File: src/rtl/rle_pkg.sv
// Shared RLE definitions: field widths, run word layout and decoder states.
// Used by the run-length encoder and decoder.
package rle_pkg;

  localparam int RLE_CNT_W  = 23;
  localparam int RLE_BYTE_W = 8;

  typedef struct packed {
    logic                 bit_id;
    logic [RLE_CNT_W-1:0] run_len;
  } rle_word_t;

  typedef enum logic [3:0] {
    ST_INIT,
    ST_REQUEST,
    ST_WAIT_IN,
    ST_LOAD,
    ST_EXPAND,
    ST_PUT,
    ST_WAIT_OUT,
    ST_FLUSH,
    ST_DONE
  } rle_dec_state_e;

endpackage

File: src/rtl/rle_dec_packer.sv
// LSB-first bit accumulator: appends one bit per valid cycle at the
// current fill position until BYTE_W bits are held.
module rle_dec_packer
  import rle_pkg::*;
#(
  parameter int BYTE_W = RLE_BYTE_W
) (
  input  logic                        clk,
  input  logic                        rst,
  input  logic                        bit_i,
  input  logic                        valid_i,
  input  logic                        clear_i,
  output logic [BYTE_W-1:0]           byte_o,
  output logic [$clog2(BYTE_W+1)-1:0] fill_o,
  output logic                        full_o
);

  localparam int FILL_W = $clog2(BYTE_W + 1);

  logic [BYTE_W-1:0] buf_q, buf_d;
  logic [FILL_W-1:0] fill_q, fill_d;

  assign full_o = (fill_q == FILL_W'(BYTE_W));
  assign byte_o = buf_q;
  assign fill_o = fill_q;

  // Next buffer: clear wins, otherwise drop the bit into slot fill.
  always_comb begin
    buf_d  = buf_q;
    fill_d = fill_q;
    if (clear_i) begin
      buf_d  = '0;
      fill_d = '0;
    end else if (valid_i && !full_o) begin
      buf_d  = buf_q | (BYTE_W'(bit_i) << fill_q);
      fill_d = fill_q + FILL_W'(1);
    end
  end

  // Buffer and fill count registers.
  always_ff @(posedge clk) begin
    if (rst) begin
      buf_q  <= '0;
      fill_q <= '0;
    end else begin
      buf_q  <= buf_d;
      fill_q <= fill_d;
    end
  end

endmodule

File: src/rtl/rle_dec.sv
// Run-length decoder: expands {bit_id, run_len} words into LSB-first bytes.
// Define RLE_DEC_FLUSH_EN to emit a trailing partial byte at end of stream.
module rle_dec
  import rle_pkg::*;
#(
  parameter int CNT_W  = RLE_CNT_W,
  parameter int BYTE_W = RLE_BYTE_W
) (
  input  logic              clk,
  input  logic              rst,
  input  logic              recv_ready,
  output logic              rd_req,
  input  logic [CNT_W:0]    in_data,
  input  logic              send_ready,
  output logic              wr_req,
  output logic [BYTE_W-1:0] out_data,
  input  logic              end_of_stream,
  output logic              done
);

  localparam int FILL_W = $clog2(BYTE_W + 1);

  rle_dec_state_e    state_q;
  logic              value_q;
  logic [CNT_W-1:0]  remaining_q;
  logic              rd_req_q;
  logic              wr_req_q;
  logic [BYTE_W-1:0] out_data_q;
  logic              done_q;

  logic              pk_valid;
  logic              pk_clear;
  logic              flush_wr;
  logic [BYTE_W-1:0] pk_byte;
  logic [FILL_W-1:0] pk_fill;
  logic              pk_full;

  assign rd_req   = rd_req_q;
  assign wr_req   = wr_req_q;
  assign out_data = out_data_q;
  assign done     = done_q;

`ifdef RLE_DEC_FLUSH_EN
  assign flush_wr = (state_q == ST_FLUSH) && (pk_fill != '0)
                 && send_ready;
`else
  assign flush_wr = 1'b0;
`endif

  // Packer is fed during EXPAND and emptied after every byte write.
  always_comb begin
    pk_valid = (state_q == ST_EXPAND);
    pk_clear = (state_q == ST_INIT) || (state_q == ST_WAIT_OUT)
            || flush_wr;
  end

  rle_dec_packer #(
    .BYTE_W (BYTE_W)
  ) u_packer (
    .clk     (clk),
    .rst     (rst),
    .bit_i   (value_q),
    .valid_i (pk_valid),
    .clear_i (pk_clear),
    .byte_o  (pk_byte),
    .fill_o  (pk_fill),
    .full_o  (pk_full)
  );

  // Control FSM with registered FIFO handshakes and done flag.
  always_ff @(posedge clk) begin
    if (rst) begin
      state_q     <= ST_INIT;
      value_q     <= 1'b0;
      remaining_q <= '0;
      rd_req_q    <= 1'b0;
      wr_req_q    <= 1'b0;
      out_data_q  <= '0;
      done_q      <= 1'b0;
    end else begin
      unique case (state_q)
        ST_INIT: begin
          value_q     <= 1'b0;
          remaining_q <= '0;
          state_q     <= ST_REQUEST;
        end
        ST_REQUEST: begin
          if (recv_ready) begin
            rd_req_q <= 1'b1;
            state_q  <= ST_WAIT_IN;
          end else if (end_of_stream) begin
            state_q <= ST_FLUSH;
          end
        end
        ST_WAIT_IN: begin
          rd_req_q <= 1'b0;
          state_q  <= ST_LOAD;
        end
        ST_LOAD: begin
          value_q     <= in_data[CNT_W];
          remaining_q <= in_data[CNT_W-1:0];
          if (in_data[CNT_W-1:0] == '0) state_q <= ST_REQUEST;
          else                          state_q <= ST_EXPAND;
        end
        ST_EXPAND: begin
          remaining_q <= remaining_q - CNT_W'(1);
          if (pk_fill == FILL_W'(BYTE_W - 1))
            state_q <= ST_PUT;
          else if (remaining_q == CNT_W'(1))
            state_q <= ST_REQUEST;
        end
        ST_PUT: begin
          if (send_ready && pk_full) begin
            out_data_q <= pk_byte;
            wr_req_q   <= 1'b1;
            state_q    <= ST_WAIT_OUT;
          end
        end
        ST_WAIT_OUT: begin
          wr_req_q <= 1'b0;
          if (remaining_q != '0) begin
            state_q <= ST_EXPAND;
          end else if (end_of_stream && !recv_ready) begin
            done_q  <= 1'b1;
            state_q <= ST_DONE;
          end else begin
            state_q <= ST_REQUEST;
          end
        end
        ST_FLUSH: begin
`ifdef RLE_DEC_FLUSH_EN
          if (pk_fill != '0) begin
            if (send_ready) begin
              out_data_q <= pk_byte;
              wr_req_q   <= 1'b1;
            end
          end else begin
            wr_req_q <= 1'b0;
            done_q   <= 1'b1;
            state_q  <= ST_DONE;
          end
`else
          done_q  <= 1'b1;
          state_q <= ST_DONE;
`endif
        end
        ST_DONE: begin
          if (!end_of_stream) begin
            done_q  <= 1'b0;
            state_q <= ST_INIT;
          end
        end
        default: state_q <= ST_INIT;
      endcase
    end
  end

endmodule

File: config.mk
export PLATFORM = sky130hd
export DESIGN_NAME = rle_dec
export DESIGN_NICKNAME = d
export VERILOG_FILES = /design/src/rtl/rle_pkg.sv /design/src/rtl/rle_dec_packer.sv /design/src/rtl/rle_dec.sv
export SDC_FILE = /design/constraint.sdc
export NUM_CORES = 1
export LEC_CHECK = 0
export ABC_AREA = 0
export BUFFER_PORTS_ARGS = -buffer_cell sky130_fd_sc_hd__buf_2
export CORE_AREA = 4 4 74 76
export CTS_BUF_LIST = sky130_fd_sc_hd__clkbuf_4
export CTS_CLUSTER_DIAMETER = 80
export DETAILED_ROUTE_END_ITERATION = 8
export DIE_AREA = 0 0 78 80
export HOLD_SLACK_MARGIN = 0.12
export PLACE_DENSITY = 0.79
export SLEW_MARGIN = 25
export SYNTH_ARGS = -nofsm -noshare
export SYNTH_HDL_FRONTEND = slang
export SYNTH_SLANG_ARGS = --single-unit
File: constraint.sdc
create_clock -name clk -period 2.2 [get_ports clk]
set_input_delay 0.44 -clock clk [delete_from_list [all_inputs] [get_ports clk]]
set_output_delay 0.44 -clock clk [all_outputs]
set_load 0.01 [all_outputs]
==> results.json <==
{
  "drt-pass1-iter-count": 4,
  "postCtsHoldBufs": 0,
  "die_w_um": 78,
  "floorplan.die.height_um": 80,
  "postCtsResizedCells": 0,
  "power.leakage_nw": 1.24,
  "syn_area_per_cell_sq_um": 8.14,
  "fin_crit_sh_pct": 91.4,
  "worst_ep_required_time_ns": 2.47,
  "cts_root_buf": "sky130_fd_sc_hd__clkbuf_4",
  "ios": 40,
  "worstHoldPathType": "in2reg",
  "clock_skew_ns": 0.00887,
  "final_nets": 412,
  "synth.net_count": 367,
  "ir_worst_vdd_mv": 0.781,
  "synth_cell_type_count": 59,
  "cpPeakStageDelay_ns": 0.44,
  "cts_inserted_buffers": 5,
  "timing.max_slew.rel_slack_pct": 58.8,
  "cts_htree_levels": 2,
  "drt_wl_total_um": 6840,
  "cts.reportedPaths.clkPinSlew_ns": 0.16,
  "ys.flop_type": "sky130_fd_sc_hd__dfxtp_1",
  "detail-route-antenna-nets": 0,
  "via_per_inst": 5.89,
  "global_route_wire_length_before_repair_um": 11600,
  "die-area_sq_mm": 0.00624,
  "fin_total_pwr_mw": 3.95,
  "cells_after_synthesis": 334,
  "power_density_mw_per_mm2": 1260,
  "fin_tns_setup_ns": 0,
  "post_synth_instance_area_sq_mm": 0.00272,
  "cp_data_arrival_time_ns": 2.28,
  "remaining_drc_errors": 0,
  "worst_skew_pair.late_latency_ns": 0.38,
  "critical_path_buf_inv_count": 1,
  "floorplan.initialDensity_pct": 57.6,
  "yosys_warnings": 0,
  "grt_start_max_net_pins": 30,
  "hp-start": "in_data[13]",
  "setup_violations": 0,
  "critPathKind": "reg2reg",
  "critPathLaunchType": "flip-flop",
  "num_rows": 25,
  "postLayoutSetupSlackWorst_ns": 0.188,
  "num_antenna_cells": 0,
  "achievable_frequency_mhz": 497,
  "worst_setup_path_end_kind": "flip-flop",
  "r2r-start": "remaining_q[1]",
  "cts_num_sinks": 51,
  "drtIter0Drc": 242,
  "layout-drive-gt1-share_pct": 21.1,
  "timing.final.crit_period_ns": 2.01,
  "cts_tree": "done",
  "ys_seq_area_share_pct": 37.5,
  "clockBufferDepth": 2,
  "antenna_found_initial": 0,
  "crit_chain": "inv_1 -> ha_1 -> or3b_4 -> or3_4 -> o21ai_0 -> and3_1 -> o41ai_1",
  "final-max-slew-violation-count": 0,
  "placeable_core_region_sq_mm": 0.00472,
  "unrepaired_setup_endpoints_after_global_routing": "no",
  "timing.final.hold_violations": 0,
  "post-place-ws_ns": 0.124,
  "critPathSlowestCell": "sky130_fd_sc_hd__or3b_4",
  "wl_per_cell_um": 15.3,
  "fillers": 415,
  "status": "complete, no violations",
  "timing.critical_path.from": "remaining_q[1]",
  "grtUsageTotal_pct": 23.1,
  "dp_hpwl_um": 4980,
  "port_buffers": 39,
  "gp_weighted_congestion": 0.909,
  "critical_path.max_fanout": 5,
  "routed-via-count": 2633,
  "syn_to_final_growth_pct": 15.1,
  "ys_seq_elements": 51,
  "synth_enable_flop_cells": 0,
  "cp_top_family": "simple AND/OR/NAND/NOR gates",
  "timing.max_cap.violations": 0,
  "total_congestion_overflow_after_global_routing": 0,
  "post_cts_buffers": 0,
  "first_global_vias": 2375,
  "asyncSetResetFlopFracSynth_pct": 0,
  "actual_transition_at_the_worst_max_transition_pin_ns": 0.614
}
-- metal layers --
metal	GRT usage [%]	vias to the layer above	routed length [um]
li1	-	1311	-
met1	32.4	1233	3200
met2	35.8	79	3110
met3	5.42	10	431
met4	5.77	0	100
met5	0	-	0
-- cell families (layout without fill, tap and decap cells) --
kind of cell               Yosys count  count (layout)  share of synthesized area (%)
xor gates and xnor gates            15              15                           4.83
adders and majority gates            4               4                           1.84
buffers and inverters               30              76                           4.51
DFF                                 51              51                           37.5
muxes                                8               8                           2.94
and+or+nand+nor                    142             142                           29.5
AOI/OAI and AO/OA                   84              84                           18.9
-- tightest hold or removal path, cell delays in order --
cell	delay [ns]
sky130_fd_sc_hd__buf_2	0.09
sky130_fd_sc_hd__nand2_1	0.04
sky130_fd_sc_hd__o21ai_0	0.06
-- cell usage in the layout (no fill, tap or decap), types with 5 or more instances in the layout --
master	n
sky130_fd_sc_hd__buf_4	18
sky130_fd_sc_hd__a22oi_1	6
sky130_fd_sc_hd__a31oi_1	6
sky130_fd_sc_hd__nor4_1	13
sky130_fd_sc_hd__xnor2_1	11
sky130_fd_sc_hd__mux2i_1	8
sky130_fd_sc_hd__nand4_1	5
sky130_fd_sc_hd__nand3_1	5
sky130_fd_sc_hd__a21oi_1	27
sky130_fd_sc_hd__nor2_1	42
sky130_fd_sc_hd__clkbuf_4	6
sky130_fd_sc_hd__inv_1	11
sky130_fd_sc_hd__dfxtp_1	49
sky130_fd_sc_hd__buf_2	39
sky130_fd_sc_hd__o21ai_0	21
sky130_fd_sc_hd__nand2_1	24
sky130_fd_sc_hd__nor3_1	11
-- flip-flops by register name, summed over array words and instances (netlist names) --
register	cells
done	1
out_data	8
rd_req	1
remaining_q	23
state_q	4
u_packer.byte_o	8
u_packer.fill_o	4
value_q	1
wr_req	1
-- cells in the mapped netlist, drive strengths merged, types with 6 or more instances --
cell	instances	area share [%]
o21ai	24	4.4
mux2i	8	2.9
a21oi	27	5.0
a31oi	6	1.4
nand2	24	3.3
xnor2	11	3.5
dfxtp	51	38
nor2	42	5.8
nor3	16	3.9
buf	8	1.5
clkbuf	11	1.5
a22oi	6	1.7
inv	11	1.5
nor4	15	4.2
-- stage by stage --
stage | instance area [sq um] | hold slack (ns) | utilization (%) | std cells
2_1_floorplan | 2720 | 0.436 | - | 334
3_3_place_gp | 3050 | 0.457 | 64.6 | 439
3_5_place_dp | 3050 | 0.459 | 64.6 | 439
4_1_cts | 3120 | 0.259 | 66.0 | 447
5_1_grt | 3130 | 0.259 | 66.3 | 447
6_report | 3130 | 0.266 | 66.3 | 447
-- final cells by class --
class,count,area (sq um),area share [%]
clock buffers,6,45.0,1.44
clock inverters,2,17.5,0.560
inverters,11,41.3,1.32
multi-input cells,253,1590,50.8
flip-flops and latches,51,1020,32.7
well taps,67,83.8,2.68
repair buffers,57,330,10.6
-- power by group --
part           switching, mW  internal (mW)
clock                  0.313          0.143
combinational           1.27          0.980
sequential             0.168           1.07
-- final timing paths --
check / endpoint / slack [ns] / cells past startpoint
min: remaining_q[13] / 0.27 / 3
min reg2reg: wr_req / 0.48 / 2
max: state_q[2] / 0.19 / 7
max reg2reg: state_q[2] / 0.19 / 7
No activity file was read; power rests on OpenSTA's default activity.
